`config.mk`:
```
export PLATFORM = sky130hd
export DESIGN_NAME = toggle_monitor
export DESIGN_NICKNAME = d
export VERILOG_FILES = /design/src/rtl/toggle_monitor.sv
export SDC_FILE = /design/constraint.sdc
export NUM_CORES = 1
export LEC_CHECK = 0
export CAP_MARGIN = 25
export CORE_MARGIN = 2
export CORE_UTILIZATION = 29
export CTS_CLUSTER_DIAMETER = 60
export DETAILED_ROUTE_END_ITERATION = 10
export PLACE_DENSITY = 0.47
export SLEW_MARGIN = 30
export SYNTH_ARGS = -nofsm -noshare
export SYNTH_HDL_FRONTEND = slang
export SYNTH_SLANG_ARGS = --single-unit
```
`constraint.sdc`:
```
create_clock -name clk -period 5.85 [get_ports clk]
set_input_delay 0.585 -clock clk [delete_from_list [all_inputs] [get_ports clk]]
set_output_delay 0.585 -clock clk [all_outputs]
set_load 0.005 [all_outputs]
```
`src/rtl/toggle_monitor.sv`:
```
// Measures toggle intervals of a fast (a_in) and slow (b_in) register and checks b ~= 2*a within TOL.
// Optional macro TOGGLE_MONITOR_INVERT_CHECK_EN: events that are not a full bitwise inversion force FAULT.
module toggle_monitor #(
  parameter int CNT_W = 16,
  parameter int TOL   = 2
) (
  input  logic             clk,
  input  logic             rst,
  input  logic [1:0]       a_in,
  input  logic [1:0]       b_in,
  input  logic             clear,
  output logic [CNT_W-1:0] a_period,
  output logic [CNT_W-1:0] b_period,
  output logic             a_valid,
  output logic             b_valid,
  output logic [1:0]       state,
  output logic             ovf
);

  localparam logic [1:0] IDLE    = 2'd0;
  localparam logic [1:0] MEASURE = 2'd1;
  localparam logic [1:0] LOCKED  = 2'd2;
  localparam logic [1:0] FAULT   = 2'd3;

  localparam logic [CNT_W-1:0] CNT_MAX = '1;
  localparam logic [CNT_W-1:0] CNT_ONE = {{(CNT_W-1){1'b0}}, 1'b1};
  localparam logic [CNT_W+1:0] TOL_EXT = (CNT_W+2)'(TOL);

  logic [1:0]       a_q, b_q;
  logic [CNT_W-1:0] cnt_a, cnt_b;
  logic             arm_a, arm_b, a_cap;
  logic             a_evt, b_evt, a_bad, b_bad, a_capt, b_capt;
  logic             ovf_nxt, ratio_ok;
  logic [CNT_W-1:0] a_new, b_new;
  logic [CNT_W+1:0] b_ext, a2_ext, diff;
  logic [1:0]       state_nxt;

  assign a_evt = (a_in != a_q);
  assign b_evt = (b_in != b_q);

`ifdef TOGGLE_MONITOR_INVERT_CHECK_EN
  assign a_bad = a_evt && (a_in != ~a_q);
  assign b_bad = b_evt && (b_in != ~b_q);
`else
  assign a_bad = 1'b0;
  assign b_bad = 1'b0;
`endif

  assign a_capt = a_evt && arm_a;
  assign b_capt = b_evt && arm_b;

  // Next counter value doubles as the captured period (interval = cnt + 1, saturating).
  assign a_new = (cnt_a == CNT_MAX) ? CNT_MAX : cnt_a + CNT_ONE;
  assign b_new = (cnt_b == CNT_MAX) ? CNT_MAX : cnt_b + CNT_ONE;

  assign ovf_nxt = ovf
                 | (!a_evt && (cnt_a >= CNT_MAX - CNT_ONE))
                 | (!b_evt && (cnt_b >= CNT_MAX - CNT_ONE));

  // Ratio uses the a_period register, i.e. the value before any same-cycle a capture.
  assign b_ext    = {2'b00, b_new};
  assign a2_ext   = {1'b0, a_period, 1'b0};
  assign diff     = (b_ext >= a2_ext) ? (b_ext - a2_ext) : (a2_ext - b_ext);
  assign ratio_ok = (diff <= TOL_EXT);

  always_comb begin
    state_nxt = state;
    case (state)
      IDLE:    if ((arm_a || a_evt) && (arm_b || b_evt)) state_nxt = MEASURE;
      MEASURE: if (b_capt && a_cap) state_nxt = ratio_ok ? LOCKED : FAULT;
      LOCKED:  if ((b_capt && !ratio_ok) || ovf_nxt) state_nxt = FAULT;
      default: state_nxt = FAULT;
    endcase
    if ((state == MEASURE || state == LOCKED) && (a_bad || b_bad))
      state_nxt = FAULT;
    if ((state == IDLE) && ((a_bad && arm_a) || (b_bad && arm_b)))
      state_nxt = FAULT;
  end

  always_ff @(posedge clk) begin
    a_q <= a_in;
    b_q <= b_in;
    if (rst || clear) begin
      state    <= IDLE;
      cnt_a    <= '0;
      cnt_b    <= '0;
      a_period <= '0;
      b_period <= '0;
      a_valid  <= 1'b0;
      b_valid  <= 1'b0;
      ovf      <= 1'b0;
      arm_a    <= 1'b0;
      arm_b    <= 1'b0;
      a_cap    <= 1'b0;
    end else begin
      cnt_a   <= a_evt ? '0 : a_new;
      cnt_b   <= b_evt ? '0 : b_new;
      a_valid <= a_capt;
      b_valid <= b_capt;
      if (a_capt) a_period <= a_new;
      if (b_capt) b_period <= b_new;
      if (a_evt)  arm_a    <= 1'b1;
      if (b_evt)  arm_b    <= 1'b1;
      if (a_capt) a_cap    <= 1'b1;
      ovf   <= ovf_nxt;
      state <= state_nxt;
    end
  end

endmodule

```
# Word-level counts from Yosys, hierarchy flattened
# Cells that the tools add are included.
# classes
n_reduce_logical	18
n_bitwise	2
n_eq_ne	9
magnitude_cmp	4
add_sub_neg	4
n_mux	8
# op_table
operator	count
16-bit by 1-bit adder with 16-bit output (second input constant)	2
16-bit equality test (second input constant)	2
16-bit >= comparator (second input constant)	2
16-bit two-way mux	2
18-bit by 2-bit less-or-equal comparator with 1-bit output (second input constant)	1
18-bit two-way mux	1
16-bit by 17-bit subtractor with 18-bit output	1
17-bit by 16-bit subtractor with 18-bit output	1
16-bit by 17-bit >= comparator with 1-bit output	1
1-bit logical AND	7
2-bit two-way mux	3
2-bit inequality test (second input constant)	3
2-bit one-hot mux with 3 select lines	1
1-bit logical OR	4
2-bit inequality test	2
2-bit OR reduction	2
1-bit zero test	3
3-bit AND reduction	1
2-bit by 1-bit equality test with 1-bit output (second input constant)	1
2-bit equality test (second input constant)	1
2-bit zero test	1
1-bit bitwise OR	2
1-bit two-way mux	1
# word_totals
register_bits	76
input_bits	7
out_inout_bits	37

# Depth between registers and ports, before layout
# logic_depth
ltp_word	10
ltp_mapped	20
depth_no_buf	18

# Worst setup path after synthesis
# OpenSTA, ideal clock, no wires.
# synth_path
path_kind	reg2reg
startpoint	reg cnt_b[1]
endpoint	reg state[0]
arrival_ns	3.972
required_time_ns	5.728
stages_incl_launch_ff	20
path_slack_ns	1.756
n_path_buf	3
synth_period_minus_slack_ns	4.094
cell_sequence	dfxtp_1 ha_1 nand3_1 nor4_1 clkbuf_1 nor2_1 inv_1 ha_1 buf_2 a21oi_1 o21ai_0 a211oi_2 o21ai_2 buf_4 o22ai_1 o2111ai_1 a2111oi_0 o2111ai_1 nor4_2 nor3_1
# synth_via
elab_chain_cells	10
# synth_rtl
element	line_no	text
start, declared	30	logic [CNT_W-1:0] cnt_a, cnt_b;
start signal, assigned	97	cnt_b <= b_evt ? '0 : b_new;
16-bit by 1-bit adder with 16-bit output or 16-bit equality test (tied branches)	54	assign b_new = (cnt_b == CNT_MAX) ? CNT_MAX : cnt_b + CNT_ONE;
16-bit two-way mux *	54	
via b_new[9]	34	logic [CNT_W-1:0] a_new, b_new;
17-bit by 16-bit subtractor with 18-bit output, or another cell as far along	63	assign diff = (b_ext >= a2_ext) ? (b_ext - a2_ext) : (a2_ext - b_ext);
18-bit two-way mux *	63	
18-bit by 2-bit less-or-equal comparator with 1-bit output *	64	assign ratio_ok = (diff <= TOL_EXT);
1-bit zero test	71	LOCKED: if ((b_capt && !ratio_ok) || ovf_nxt) state_nxt = FAULT;
1-bit logical AND	71	
1-bit logical OR	71	
2-bit inequality test (no source line)	-	
3-bit AND reduction (no source line)	-	
end signal, assigned	106	state <= state_nxt;
end, declared	16	output logic [1:0] state,
# Mark *: on every way through the listed nets, which the timed path passes. The rest lies on a longest branch. The select of a mux whose other input is x is not followed.
# A chain may end at the register's enable or synchronous reset.

# Final worst setup path
# Same ends and word-level chain as after synthesis.

==> flow_summary.json <==
{
  "synth-seq-cells": 76,
  "grt_pass1_vias": 4661,
  "num_rows": 48,
  "grt_first_pass_wirelength_um": 24900,
  "final_antenna_net_count": 0,
  "synth-xor-area-share_pct": 3.81,
  "synth_common_cells": "nor2_1 (123), dfxtp_1 (76), inv_1 (52), nand2_1 (51), a21oi_1 (49)",
  "synth-edff-count": 0,
  "cts_buffers": 9,
  "totalNegativeSetupSlack_ps": 0,
  "n_antenna_cell": 0,
  "remaining_drc_errors": 0,
  "fmax_mhz": 196,
  "drt_iter0_markers": 319,
  "drv_slew": 0,
  "final_area_mm2": 0.00598,
  "place_area_mm2": 0.00569,
  "powerDensity_mw_per_mm2": 216,
  "crit_arrival_ps": 5320,
  "period_minus_slack_ps": 5090,
  "ys_seq_area_share_pct": 30.1,
  "clk_path_buf_depth": 2,
  "cts_tree": "done",
  "finalCritPeriodShare_pct": 87.1,
  "worst_ep_required_time_ps": 6070,
  "ys_types": 69,
  "hold_viol": 0,
  "placedCellCount": 914,
  "grt-ovfl-total": 0,
  "die-area_mm2": 0.0185,
  "endpoint_kind": "register",
  "synth_adder_area_share_pct": 9.45,
  "hp-class": "reg2reg",
  "crit_type": "reg2reg",
  "power_leakage_nw": 2.37,
  "synth_top_cell_by_area": "dfxtp_1",
  "synth_top_area_share_pct": 30.1,
  "synth_cells": 670,
  "fill_cells": 1860,
  "yosysMostFrequentCell": "nor2_1",
  "cts_setup_buffers": 0,
  "synth_area_per_cell_um2": 7.55,
  "clkTransAtPathRegs_ps": 60,
  "synth_area_mm2": 0.00506,
  "pwr-share-clk_pct": 40.2,
  "area_delta_synth_final_pct": 18.1,
  "grt_use_total_pct": 17.2,
  "die_h_um": 136,
  "tightestPinTransition_ps": 854,
  "drt_first_pass_iters": 4,
  "synth_compound_area_share_pct": 23.9,
  "setup_viol_count_final": 0,
  "root_buffer": "clkbuf_16",
  "grt_setup_unrepaired": "no",
  "dp_hpwl_um": 12200,
  "drv_cap": 0,
  "outcome": "complete, no violations",
  "io_pins": 44,
  "ys.warnings.count": 0,
  "p_switching_mw": 0.361,
  "drive_above_1_share_pct": 6.53,
  "antenna_found_initial": 0,
  "wl_per_cell_um": 16.6,
  "grt_max_degree": 39,
  "startpoint_type": "register",
  "routed_wl_um": 15500,
  "final_nets": 744,
  "htreeDepth": 3,
  "synth_top_family_by_area": "simple AND/OR/NAND/NOR gates",
  "clock_sinks": 76,
  "syn_nets": 714,
  "async_reset_ff_share_pct": 0,
  "synth_mux_area_share_pct": 0.816,
  "ir_drop_mv": 0.141,
  "fp.dieW_um": 136,
  "fin_total_pwr_mw": 1.29,
  "power.internal_mw": 0.932,
  "finalNonFillerCells": 929,
  "crit_fanout": 23,
  "clkLatencyLatePin_ps": 340,
  "seq_power_share_pct": 41.4,
  "gp_congestion": 0.924,
  "combPwrFrac_pct": 18.3,
  "initial_core_util_pct": 29.5,
  "vias": 4897,
  "synthSimpleGateAreaFrac_pct": 25.3,
  "synthTopCellsByArea": "dfxtp_1 (30%), nor2_1 (9.1%), ha_1 (8.7%)",
  "finClkSkew_ps": 11.0,
  "swShare_pct": 27.9,
  "portBuffers": 43,
  "via_per_inst": 5.27,
  "max_slew_margin_pct": 43.1,
  "core_mm2": 0.0172,
  "yosys_most_used_dff": "dfxtp_1"
}
## cells in the final DEF (no fill, tap or decap), types with 11 or more instances in the layout
master / instances
a21oi_1: 49
xnor2_1: 18
ha_1: 35
o21ai_0: 21
nor2_1: 123
dfxtp_1: 76
inv_1: 52
nor3_1: 17
nand4_1: 11
a211oi_1: 32
nand2_1: 51
nand3_1: 20
clkdlybuf4s50_1: 43
## through the flow
step | hold slack (ps) | setup slack (ps) | util [%]
final | 468 | 756 | 34.8
after global routing | 501 | 214 | 34.8
after CTS | 471 | 577 | 34.7
after detailed placement | 464 | 625 | 33.1
after global placement | 454 | 714 | 33.1
after floorplan | 440 | 1760 | -
## layer usage
layer	GRT usage [%]	up-vias	share of wire, %
met1	22.3	2319	46
met4	4.98	0	1.7
li1	-	2432	-
met3	3.47	18	4.8
met2	29.0	128	47
met5	0	-	0
## layout make-up
cell class,instances,area (um2),share of cell area [%]
inverters,52,195,3.27
clock buffers,12,256,4.29
well taps,225,282,4.71
flip-flops and latches,76,1520,25.5
multi-input cells,511,3220,53.8
clock inverters,3,22.5,0.377
repair buffers,50,483,8.08
## worst paths after layout
check                                   from      endpoint  slack [ps]  cells past startpoint
worst max register to register      cnt_b[1]      state[0]         760                     18
worst min register to register  b_period[10]  b_period[10]         470                      2
worst min-delay path            b_period[10]  b_period[10]         470                      2
worst max-delay path                cnt_b[1]      state[0]         760                     18
## worst max-delay path, cell delays in order, from the launching register on
cell,delay [ps]
dfxtp_1,410
ha_1,220
nand3_1,270
nor3_1,380
and2_1,200
nand2_1,50
o21ai_0,170
inv_1,120
ha_1,510
nand4_1,330
o211ai_1,240
nand2_1,150
o21ai_4,540
a21o_1,200
mux2_2,320
nor4_1,460
inv_1,110
nor4_2,230
nor3_1,80
## flip-flops by register name, indices dropped and copies added, names as in the netlist
signal and flops:
arm_a 1, a_valid 1, a_period 16, cnt_b 16
a_q 2, cnt_a 16, b_q 2, arm_b 1
ovf 1, b_valid 1, b_period 16, state 2
a_cap 1
## kinds of logic after synthesis
logic type | Yosys count
simple gates | 270
compound gates | 178
buf+inv | 83
flops | 76
fa+ha+maj | 37
xor+xnor | 22
mux | 4
## power groups by stage
stage                     sequential [mW]  clock (mW)  combinational (mW)
final                               0.536       0.520               0.237
after global routing                0.537       0.555               0.260
after CTS                           0.536       0.537               0.235
after detailed placement            0.548           0               0.233
after global placement              0.547           0               0.236
after floorplan                     0.545           0               0.172
## repair_timing
action / in CTS / in global routing
resized for setup: 0 / 1
hold buffers: 0 / 0
setup endpoints to repair: 0 / 1
Note: power is estimated with default switching activity, not from simulation.
